$ cat config.mk
export PLATFORM = sky130hd
export DESIGN_NAME = fifo_param_buffer
export DESIGN_NICKNAME = d
export VERILOG_FILES = /design/src/rtl/fifo_param_buffer.sv
export SDC_FILE = /design/constraint.sdc
export NUM_CORES = 1
export LEC_CHECK = 0
export ABC_CLOCK_PERIOD_IN_PS = 5100
export BUFFER_PORTS_ARGS = -buffer_cell sky130_fd_sc_hd__buf_2
export CELL_PAD_IN_SITES_DETAIL_PLACEMENT = 1
export CELL_PAD_IN_SITES_GLOBAL_PLACEMENT = 1
export CORE_MARGIN = 3
export CORE_UTILIZATION = 54
export DETAILED_ROUTE_END_ITERATION = 8
export GPL_ROUTABILITY_DRIVEN = 0
export PLACE_DENSITY = 0.95
export SETUP_SLACK_MARGIN = 0.1
export SLEW_MARGIN = 20
export SYNTH_ARGS = -nofsm -noshare
export SYNTH_HDL_FRONTEND = slang
export SYNTH_SLANG_ARGS = --single-unit
$ cat constraint.sdc
create_clock -name clk -period 5.1 [get_ports clk]
set_clock_uncertainty 0.1 [all_clocks]
set_input_delay 0.765 -clock clk [delete_from_list [all_inputs] [get_ports clk]]
set_output_delay 0.765 -clock clk [all_outputs]
set_load 0.03 [all_outputs]
$ cat src/rtl/fifo_param_buffer.sv
// Parametrised synchronous FIFO with internally generated pointers, occupancy
// count, threshold flags and registered overflow/underflow pulses.
module fifo_param_buffer #(
    parameter int WIDTH    = 15,
    parameter int DEPTH    = 8,
    parameter int AF_LEVEL = DEPTH - 1,
    parameter int AE_LEVEL = 1
) (
    input  logic                   clk,
    input  logic                   rst,
    input  logic                   wen,
    input  logic                   ren,
    input  logic [WIDTH-1:0]       datain,
    output logic [WIDTH-1:0]       dataOut,
    output logic                   full,
    output logic                   empty,
    output logic                   almostFull,
    output logic                   almostEmpty,
    output logic [$clog2(DEPTH):0] count,
    output logic                   overflow,
    output logic                   underflow
);
    localparam int PW = $clog2(DEPTH);
    localparam int CW = PW + 1;
    localparam logic [CW-1:0] DEPTH_C = CW'(DEPTH);
    localparam logic [CW-1:0] AF_C    = CW'(AF_LEVEL);
    localparam logic [CW-1:0] AE_C    = CW'(AE_LEVEL);

    logic [WIDTH-1:0] mem_q [DEPTH];
    logic [PW-1:0]    wr_ptr_q, wr_ptr_d;
    logic [PW-1:0]    rd_ptr_q, rd_ptr_d;
    logic [CW-1:0]    count_q, count_d;
    logic [WIDTH-1:0] data_out_q, data_out_d;
    logic             overflow_q, overflow_d;
    logic             underflow_q, underflow_d;
    logic             wr_ok, rd_ok;
    logic             full_w, empty_w;

    // All flags decode the registered count, so none has an input-to-output path.
    assign full_w      = (count_q == DEPTH_C);
    assign empty_w     = (count_q == '0);
    assign full        = full_w;
    assign empty       = empty_w;
    assign almostFull  = (count_q >= AF_C);
    assign almostEmpty = (count_q <= AE_C);
    assign count       = count_q;
    assign dataOut     = data_out_q;
    assign overflow    = overflow_q;
    assign underflow   = underflow_q;

    always_comb begin
        rd_ok       = ren && !empty_w;
        // A pop on a full FIFO frees the slot the simultaneous push reuses.
        wr_ok       = wen && (!full_w || rd_ok);
        wr_ptr_d    = wr_ptr_q;
        rd_ptr_d    = rd_ptr_q;
        count_d     = count_q;
        data_out_d  = data_out_q;
        overflow_d  = wen && !wr_ok;
        underflow_d = ren && !rd_ok;
        if (wr_ok) begin
            wr_ptr_d = wr_ptr_q + PW'(1);
        end
        if (rd_ok) begin
            rd_ptr_d   = rd_ptr_q + PW'(1);
            data_out_d = mem_q[rd_ptr_q];
        end
        case ({wr_ok, rd_ok})
            2'b10:   count_d = count_q + CW'(1);
            2'b01:   count_d = count_q - CW'(1);
            default: count_d = count_q;
        endcase
    end

    always_ff @(posedge clk or posedge rst) begin
        if (rst) begin
            wr_ptr_q    <= '0;
            rd_ptr_q    <= '0;
            count_q     <= '0;
            data_out_q  <= '0;
            overflow_q  <= 1'b0;
            underflow_q <= 1'b0;
        end else begin
            wr_ptr_q    <= wr_ptr_d;
            rd_ptr_q    <= rd_ptr_d;
            count_q     <= count_d;
            data_out_q  <= data_out_d;
            overflow_q  <= overflow_d;
            underflow_q <= underflow_d;
        end
    end

    // Storage is deliberately left unreset; contents after reset are don't-care.
    always_ff @(posedge clk) begin
        if (wr_ok) begin
            mem_q[wr_ptr_q] <= datain;
        end
    end

endmodule

[Yosys cells after proc, flatten, opt, wreduce, memory -nomap -nowiden]
Memories as Yosys holds them, arrays and structs flattened. A register that Yosys moved wholly into a read port is not among the register bits.
Cells that the tools add are included.
Storage, ports and cells
  register bits: 12
  bits in writable memories: 120
  output and inout port bits: 25
  memories kept: 1
Cells by class
  add/sub/neg operators: 4
  magnitude comparators: 2
  equal/unequal tests: 3
  multiplexer cells: 3
  reduce and logical (&&, ||, !) cells: 11
Memories
  mem_q: words 8, width 15, read ports 1, clocked after memory_dff 1, wr ports 1, line 29  | logic [WIDTH-1:0] mem_q [DEPTH];
Operator list (number)
  $pmux W4 S2: 1
  $add A3 B1 Y3 const B: 2
  $add A4 B1 Y4 const B: 1
  $eq A4 B4 Y1 const B: 1
  $ge A4 B3 Y1 const B: 1
  $le A4 B1 Y1 const B: 1
  $logic_and A1 B1 Y1: 4
  $logic_not A1 Y1: 4
  $logic_not A4 Y1: 1
  $sub A4 B1 Y4 const B: 1
  $eq A2 B1 Y1 const B: 1
  $eq A2 B2 Y1 const B: 1
  $mux W1: 2
  $reduce_bool A2 Y1: 1
  $logic_or A1 B1 Y1: 1

[Logic depth before layout (Yosys ltp)]
Gate-level depths: netlist of run 1.
  depth in word-level cells: 7
  gate-level depth with buffers: 8
  depth with buffers taken out: 6

[Least setup slack after synthesis of run 1]
OpenSTA, ideal clock, no wires.
  kind: register to register
  start: register count_q[0], in the netlist count[0]
  end: memory mem_q[0][0] (enable)
  setup time: 0.406 ns
  data arrival time: 2.439 ns
  required time: 4.594 ns
  setup slack: 2.155 ns
  stages on the path, launching flop included: 7
  buffers on the path: 0
  period minus slack after synthesis: 2.945 ns
  path through: dfrtp_1 inv_1 ha_1 nand3b_1 o21a_1 nand2b_1 nor3_1
Between the ends
  word-level cells in the longest chain between the ends: 7
  elaborated cells on any way between the ends: 9
  those cells by class: 1 x eq/ne; 2 x mux; 6 x reduce/logical
RTL lines
  start: declaration: line 32  | logic [CW-1:0] count_q, count_d;
  start signal: assignment: line 86  | count_q <= count_d;
  $logic_not A4 Y1: line 41  | assign empty_w = (count_q == '0);
  $logic_not A1 Y1: line 52  | rd_ok = ren && !empty_w;
  $logic_and A1 B1 Y1: line 52
  $logic_or A1 B1 Y1 *: line 54  | wr_ok = wen && (!full_w || rd_ok);
  $logic_and A1 B1 Y1 *: line 54
  $mux W1 *: line 95  | if (wr_ok) begin
  $mux W1 (implied by the code) *: line 96  | mem_q[wr_ptr_q] <= datain;
  end: declaration: line 29
Mark *: on every way between the ends. The rest lies on a longest branch, timed or not.

[Worst setup path in the final report of run 1]
  start: register count_q[0], in the netlist count[0]
  end: output port empty
Between the ends
  word-level cells in the longest chain between the ends: 1
RTL lines
  $logic_not A4 Y1: line 41
  end: declaration: line 16  | output logic empty,
No other way between the ends.

==> results of run 1 <==
synthesized netlist by cell type (3+ instances only):
master | count | share of area
edfxtp_1 | 120 | 0.62
mux2i_1 | 61 | 0.10
nand2_1 | 43 | 0.028
a22oi_1 | 30 | 0.039
dfrtp_1 | 27 | 0.12
nand3_1 | 15 | 0.013
clkbuf_1 | 11 | 0.0071
nor2_1 | 11 | 0.0071
buf_2 | 7 | 0.0060
ha_1 | 5 | 0.011
inv_1 | 5 | 0.0032
nand2b_1 | 5 | 0.0054
xnor2_1 | 5 | 0.0075
nor3_1 | 4 | 0.0034
nor2b_1 | 3 | 0.0032
power by group through the flow:
stage | Combinational, mW | Sequential [mW] | Clock, mW
after global placement | 1.16 | 1.72 | 0
after floorplan | 0.785 | 1.80 | 0
after CTS | 1.28 | 1.75 | 1.22
after detailed placement | 1.23 | 1.75 | 0
final | 1.31 | 1.76 | 1.21
after global routing | 1.41 | 1.78 | 1.28
worst max-delay path, cell delays in order (launching register included):
cell	delay, ps
dfrtp_1	440
inv_1	130
ha_1	300
nor3b_1	620
buf_2	320
metal layers:
metal	routed length, um	part of all wire	vias up
met1	6290	0.40	1851
li1	-	-	1516
met2	8210	0.52	168
met4	327	0.021	0
met3	999	0.063	36
met5	0	0	-
path summary, 6_finish.rpt:
check / startpoint / end / slack (ps) / cells past startpoint
setup reg to reg: rd_ptr_q[0] / dataOut[13] / 2470 / 5
setup / recovery: count[0] / empty / 1900 / 4
min in group clk: dataOut[0] / dataOut[0] / 390 / 2
hold / removal: rst / dataOut[6] / 200 / 2
hold reg to reg: dataOut[0] / dataOut[0] / 390 / 2
max in group asynchronous: rst / rd_ptr_q[0] / 4260 / 2
area by class of cell:
| cell class | count | area (um2) | share of cell area |
|---|---|---|---|
| well taps | 136 | 170 | 0.0249 |
| inverters | 5 | 18.8 | 0.00275 |
| clock buffers | 17 | 414 | 0.0607 |
| multi-input cells | 202 | 1480 | 0.217 |
| flip-flops and latches | 147 | 4280 | 0.627 |
| repair buffers | 53 | 305 | 0.0447 |
| clock inverters | 15 | 156 | 0.0229 |
cells by family after synthesis:
kind of cell | after synthesis
muxes | 62
xor gates and xnor gates | 7
AOI/OAI and AO/OA | 37
buffers and inverters | 24
adders and majority gates | 5
and+or+nand+nor | 91
DFF | 147
stage by stage:
stage                     total power [mW]  area, um2  setup slack, ps
after global routing                  4.47       6820             1770
final                                 4.28       6820             1900
after global placement                2.88       6190             2380
after floorplan                       2.59       5830             2160
after detailed placement              2.98       6190             2140
after CTS                             4.25       6760             1900
flip-flops by register name (all words and copies together), names as in the netlist:
signal	flops
rd_ptr_q	3
dataOut	15
mem_q	120
underflow	1
overflow	1
wr_ptr_q	3
count	4
==> impl_metrics.yaml, run 1 <==
run_status:
  status: "finished clean"
grt:
  grt_pass1_vias: 3701
  grt_use_met2: 0.461
  grt_max_degree: 34
  use_met1: 0.362
  grt_overflow_total: 0
  antenna_found_initial: 0
  grt_pass1_wl_um: 23400
  use_met3: 0.0634
  grt_usage: 0.277
  busiest_layer: "met2"
worst_setup_path:
  crit_required_ps: 4240
  crit_path_end_kind: "output port"
  start_kind: "flop"
  path_class: "reg -> out"
  worstPathMaxFanout: 6
  crit_arrival_ps: 2340
run:
  cap_violations: 0
detailed_routing:
  drt_iter0_drc: 357
  drc: 0
  wl_um: 15800
  num_vias: 3571
  routedWlPerCell_um: 27.5
  viasPerCell: 6.21
  dr.pass1.iters: 4
  ant_nets: 0
power:
  power_frac_clock: 0.283
  peakVddDrop_mv: 0.410
  pwr-share-comb: 0.306
  power.internal_mw: 2.69
  p_sw_mw: 1.59
  power_frac_seq: 0.410
  leakagePower_nw: 2.66
  power_density_nw_per_um2: 628
  p_sw_frac: 0.372
finish:
  fin_util: 0.655
  nFillCells: 928
  diodes: 0
  nets: 450
  instances_no_fill: 575
  final_common_cell: "edfxtp_1"
  syn_to_final_growth_pct: 17.1
  drive_gt1_frac: 0.214
  layout_common_cells: "120 x edfxtp_1, 61 x mux2i_1, 43 x nand2_1, 43 x buf_2, 30 x a22oi_1"
die:
  ioPinCount: 44
  placementRows: 37
  fp.dieH_um: 110
  dieWidth_um: 110
  core_um2: 10400
  start_util: 0.560
  die-area_um2: 12100
cts:
  worst_skew_pair.late_latency_ps: 530
  cts_buffer_depth: 2
  path_clk_slew_ps: 70
  cts_setup_buffers: 0
  cts.sinks: 147
  h-tree-depth: 4
  cts_root_buf: "clkbuf_8"
  cts_tree: "done"
  cts_resized: 0
  postCtsHoldBufs: 0
  numCtsBuffers: 17
synthesis:
  synth-seq-cells: 147
  synthFlopType: "edfxtp_1"
  yosys.area_share.xor_xnor: 0.0105
  avgSynthCellArea_um2: 15.6
  synth_compound_area_frac: 0.0483
  async_flop_share: 0.184
  synth_fp_nets: 397
  synth_cell_type_count: 32
  netlist_area_um2: 5830
  synth_simple_gate_area_frac: 0.0713
  yosys_warnings: 0
  synthAdderAreaFrac: 0.0107
  synth_top_family_by_area: "multiplexers"
  syn_inst: 373
  synth_seq_area_share: 0.734
  synth_edf_count: 120
  synth_mux_area_frac: 0.107
placement:
  dp_hpwl_um: 8910
  dp_cells: 540
  port_buffers: 43
timing:
  rsz0062_at_grt: "false"
  setup_viol: 0
  hold_viol: 0
  final_max_slew_viol_count: 0
  tns_ps: 0
  period_share: 0.628
  fmax_ghz: 0.312
  period_minus_slack_ps: 3200
  hold_slack_ps: 199
  slew_headroom: 0.335
  tightest_slew_ps: 998
hold_path:
  hp-class: "in -> async"
Note: power is estimated with default switching activity, not from simulation.
==> run 2: changes to the inputs <==
--- a/config.mk
+++ b/config.mk
@@ -5,15 +5,16 @@
 export SDC_FILE = /design/constraint.sdc
 export NUM_CORES = 1
 export LEC_CHECK = 0
-export ABC_CLOCK_PERIOD_IN_PS = 5100
+export ABC_AREA = 1
+export ABC_CLOCK_PERIOD_IN_PS = 3100
 export BUFFER_PORTS_ARGS = -buffer_cell sky130_fd_sc_hd__buf_2
 export CELL_PAD_IN_SITES_DETAIL_PLACEMENT = 1
 export CELL_PAD_IN_SITES_GLOBAL_PLACEMENT = 1
 export CORE_MARGIN = 3
-export CORE_UTILIZATION = 54
+export CORE_UTILIZATION = 48
 export DETAILED_ROUTE_END_ITERATION = 8
 export GPL_ROUTABILITY_DRIVEN = 0
-export PLACE_DENSITY = 0.95
+export PLACE_DENSITY = 0.9
 export SETUP_SLACK_MARGIN = 0.1
 export SLEW_MARGIN = 20
 export SYNTH_ARGS = -nofsm -noshare
==> constraint.sdc (replaced) <==
create_clock -name clk -period 3.1 [get_ports clk]
set_clock_uncertainty 0.1 [all_clocks]
set_input_delay 0.465 -clock clk [delete_from_list [all_inputs] [get_ports clk]]
set_output_delay 0.465 -clock clk [all_outputs]
set_load 0.03 [all_outputs]
==> run 2 against run 1 <==
- first-iteration DRC count increased by 0.84%
- cell area increased by 5.6%
- register-to-register slack got worse by 2100 ps
- power increased by 72%
- clock power increased by 61%
- global-route usage decreased by 4.0 points
- sequential power increased by 53%
- combinational power increased by 110%
- critical path type is now reg -> reg
==> impl_metrics.yaml, run 2 <==
run_status:
  status: "finished clean"
synthesis:
  synthFlopType: "edfxtp_1"
  async_flop_share: 0.184
  netlist_area_um2: 6280
  synth_simple_gate_area_frac: 0.236
  synth_seq_area_share: 0.682
  synth_commonest_cells: "216 x nand2_1, 120 x edfxtp_1, 57 x nand3_1"
  yosys.area_share.xor_xnor: 0.00558
  synth_mux_area_frac: 0
  syn_inst: 583
  yosysTopAreaCell: "edfxtp_1"
  synth_area_leaders: "edfxtp_1 57%, nand2_1 13%, dfrtp_1 11%"
  avgSynthCellArea_um2: 10.8
  yosysMostFrequentCell: "nand2_1"
  synth_compound_area_frac: 0.0143
  yosys_warnings: 0
  synth-seq-cells: 147
  synthAdderAreaFrac: 0.00996
  synth_cell_type_count: 27
  synth_fp_nets: 607
  synth_top_family_by_area: "simple AND/OR/NAND/NOR gates"
  synth_edf_count: 120
  synth_top_area_frac: 0.574
detailed_routing:
  routedWlPerCell_um: 20.2
  drc: 0
  ant_nets: 0
  drt_iter0_drc: 360
  wl_um: 16500
  viasPerCell: 5.38
  num_vias: 4393
  dr.pass1.iters: 4
grt:
  grt_pass1_wl_um: 25600
  grt_usage: 0.236
  grt_pass1_vias: 4688
  grt_max_degree: 62
  grt_overflow_total: 0
  antenna_found_initial: 0
power:
  p_total_mw: 7.37
  power_frac_clock: 0.265
  power_frac_seq: 0.366
  peakVddDrop_mv: 0.415
  p_sw_frac: 0.400
  power.internal_mw: 4.42
  power_density_nw_per_um2: 1020
  pwr-share-comb: 0.369
  leakagePower_nw: 3.10
  p_sw_mw: 2.95
timing:
  tightest_slew_ps: 1060
  period_minus_slack_ps: 2720
  hold_viol: 0
  setup_viol: 0
  hold_slack_ps: 40.0
  rsz0062_at_grt: "false"
  fmax_ghz: 0.368
  fin_ws_ps: 381
  final_max_slew_viol_count: 0
  slew_headroom: 0.291
  tns_ps: 0
  period_share: 0.877
finish:
  instances_no_fill: 817
  drive_gt1_frac: 0.174
  final_common_cell: "nand2_1"
  multi_input_area_um2: 1670
  nets: 656
  fin_util: 0.567
  diodes: 0
  syn_to_final_growth_pct: 14.8
  largest_reg_flops: 120
  layout_common_cells: "216 x nand2_1, 120 x edfxtp_1, 57 x nand3_1"
  design_area_um2: 7210
  top_register: "mem_q"
  nFillCells: 1426
  seq_area_um2: 4280
worst_setup_path:
  rr_endpoint: "mem_q[0][6]"
  worstPathMaxFanout: 15
  cp_slowest_stage_delay_ps: 700
  timing.critical_path.mode_cell: "nand2_2"
  path_class: "reg -> reg"
  crit_path_end_kind: "flop"
  start_kind: "flop"
  rr_worst_depth: 8
  crit_chain: "inv_1 > ha_1 > nand3_2 > inv_2 > nand2_2 > nand2_2 > or2_4 > nor2_2"
  crit_arrival_ps: 2660
  critPathSlowestCell: "nor2_2"
  reg2reg_slack_ps: 380
  crit_start: "count[0]"
  reg2reg_from: "count[0]"
  crit_required_ps: 3050
run:
  cap_violations: 0
die:
  die-area_um2: 14500
  dieWidth_um: 120
  ioPinCount: 44
  fp.dieH_um: 120
  placementRows: 41
  start_util: 0.494
  core_um2: 12700
cts:
  h-tree-depth: 4
  cts_buffer_depth: 2
  cts_root_buf: "clkbuf_16"
  worst_skew_pair.late_latency_ps: 420
  cts_tree: "done"
  path_clk_slew_ps: 60
  cts_setup_buffers: 0
  cts_resized: 0
  numCtsBuffers: 17
  cts.sinks: 147
  postCtsHoldBufs: 0
placement:
  placed_cell_area_um2: 6660
  dp_cells: 785
  dp_hpwl_um: 9860
  place_ws_ps: 424
  port_buffers: 43
hold_path:
  hp-class: "in -> async"
[run 2: cell types whose count changed after synthesis, moves of 27 or more]
cell and delta:
mux2i_1 -61, a22oi_1 -30, inv_1 +36, nor2_1 +27
nand3_1 +42, nand2_1 +173
[run 2: metal layers]
metal | track usage | vias to the layer above | part of all wire
met5 | 0 | - | 0
met2 | 0.421 | 112 | 0.53
met4 | 0.0992 | 0 | 0.026
met3 | 0.0384 | 32 | 0.036
met1 | 0.284 | 2228 | 0.40
li1 | - | 2021 | -
[run 2: cell type report]
type,count,share of cell area
clock buffer,20,0.0606
sequential,147,0.594
clock inverter,12,0.0160
multi-input combinational,364,0.232
inverter,47,0.0255
tap,172,0.0299
timing repair buffer,55,0.0424
[run 2: kinds of logic after synthesis]
group / after synthesis
AND/OR/NAND/NOR: 337
flip-flops: 147
buffers and inverters: 72
AO/OA/AOI/OAI: 18
adder cells (fa/ha/maj): 5
XOR/XNOR: 4
[run 2: power by group through the flow]
stage / combinational [mW] / clock [mW] / sequential [mW]
after CTS: 2.73 / 1.97 / 2.70
after global placement: 2.48 / 0 / 2.70
after detailed placement: 2.66 / 0 / 2.73
final: 2.72 / 1.95 / 2.70
after global routing: 2.99 / 2.06 / 2.73
after floorplan: 1.70 / 0 / 2.94
[run 2: critical path: cells and delay by family, from the launching register on]
| kind | cells | cell delay [ps] |
|---|---|---|
| DFF | 1 | 460 |
| and+or+nand+nor | 5 | 1280 |
| adders and majority gates | 1 | 300 |
| buffers and inverters | 2 | 190 |
[run 2: worst max-delay path by stage]
stage | to | slack (ps)
global placement | mem_q[0][6] | 610
CTS | mem_q[0][4] | 380
finish | mem_q[0][6] | 380
global route | mem_q[0][4] | 210
detailed placement | mem_q[0][4] | 420
floorplan | mem_q[1][0] | 410
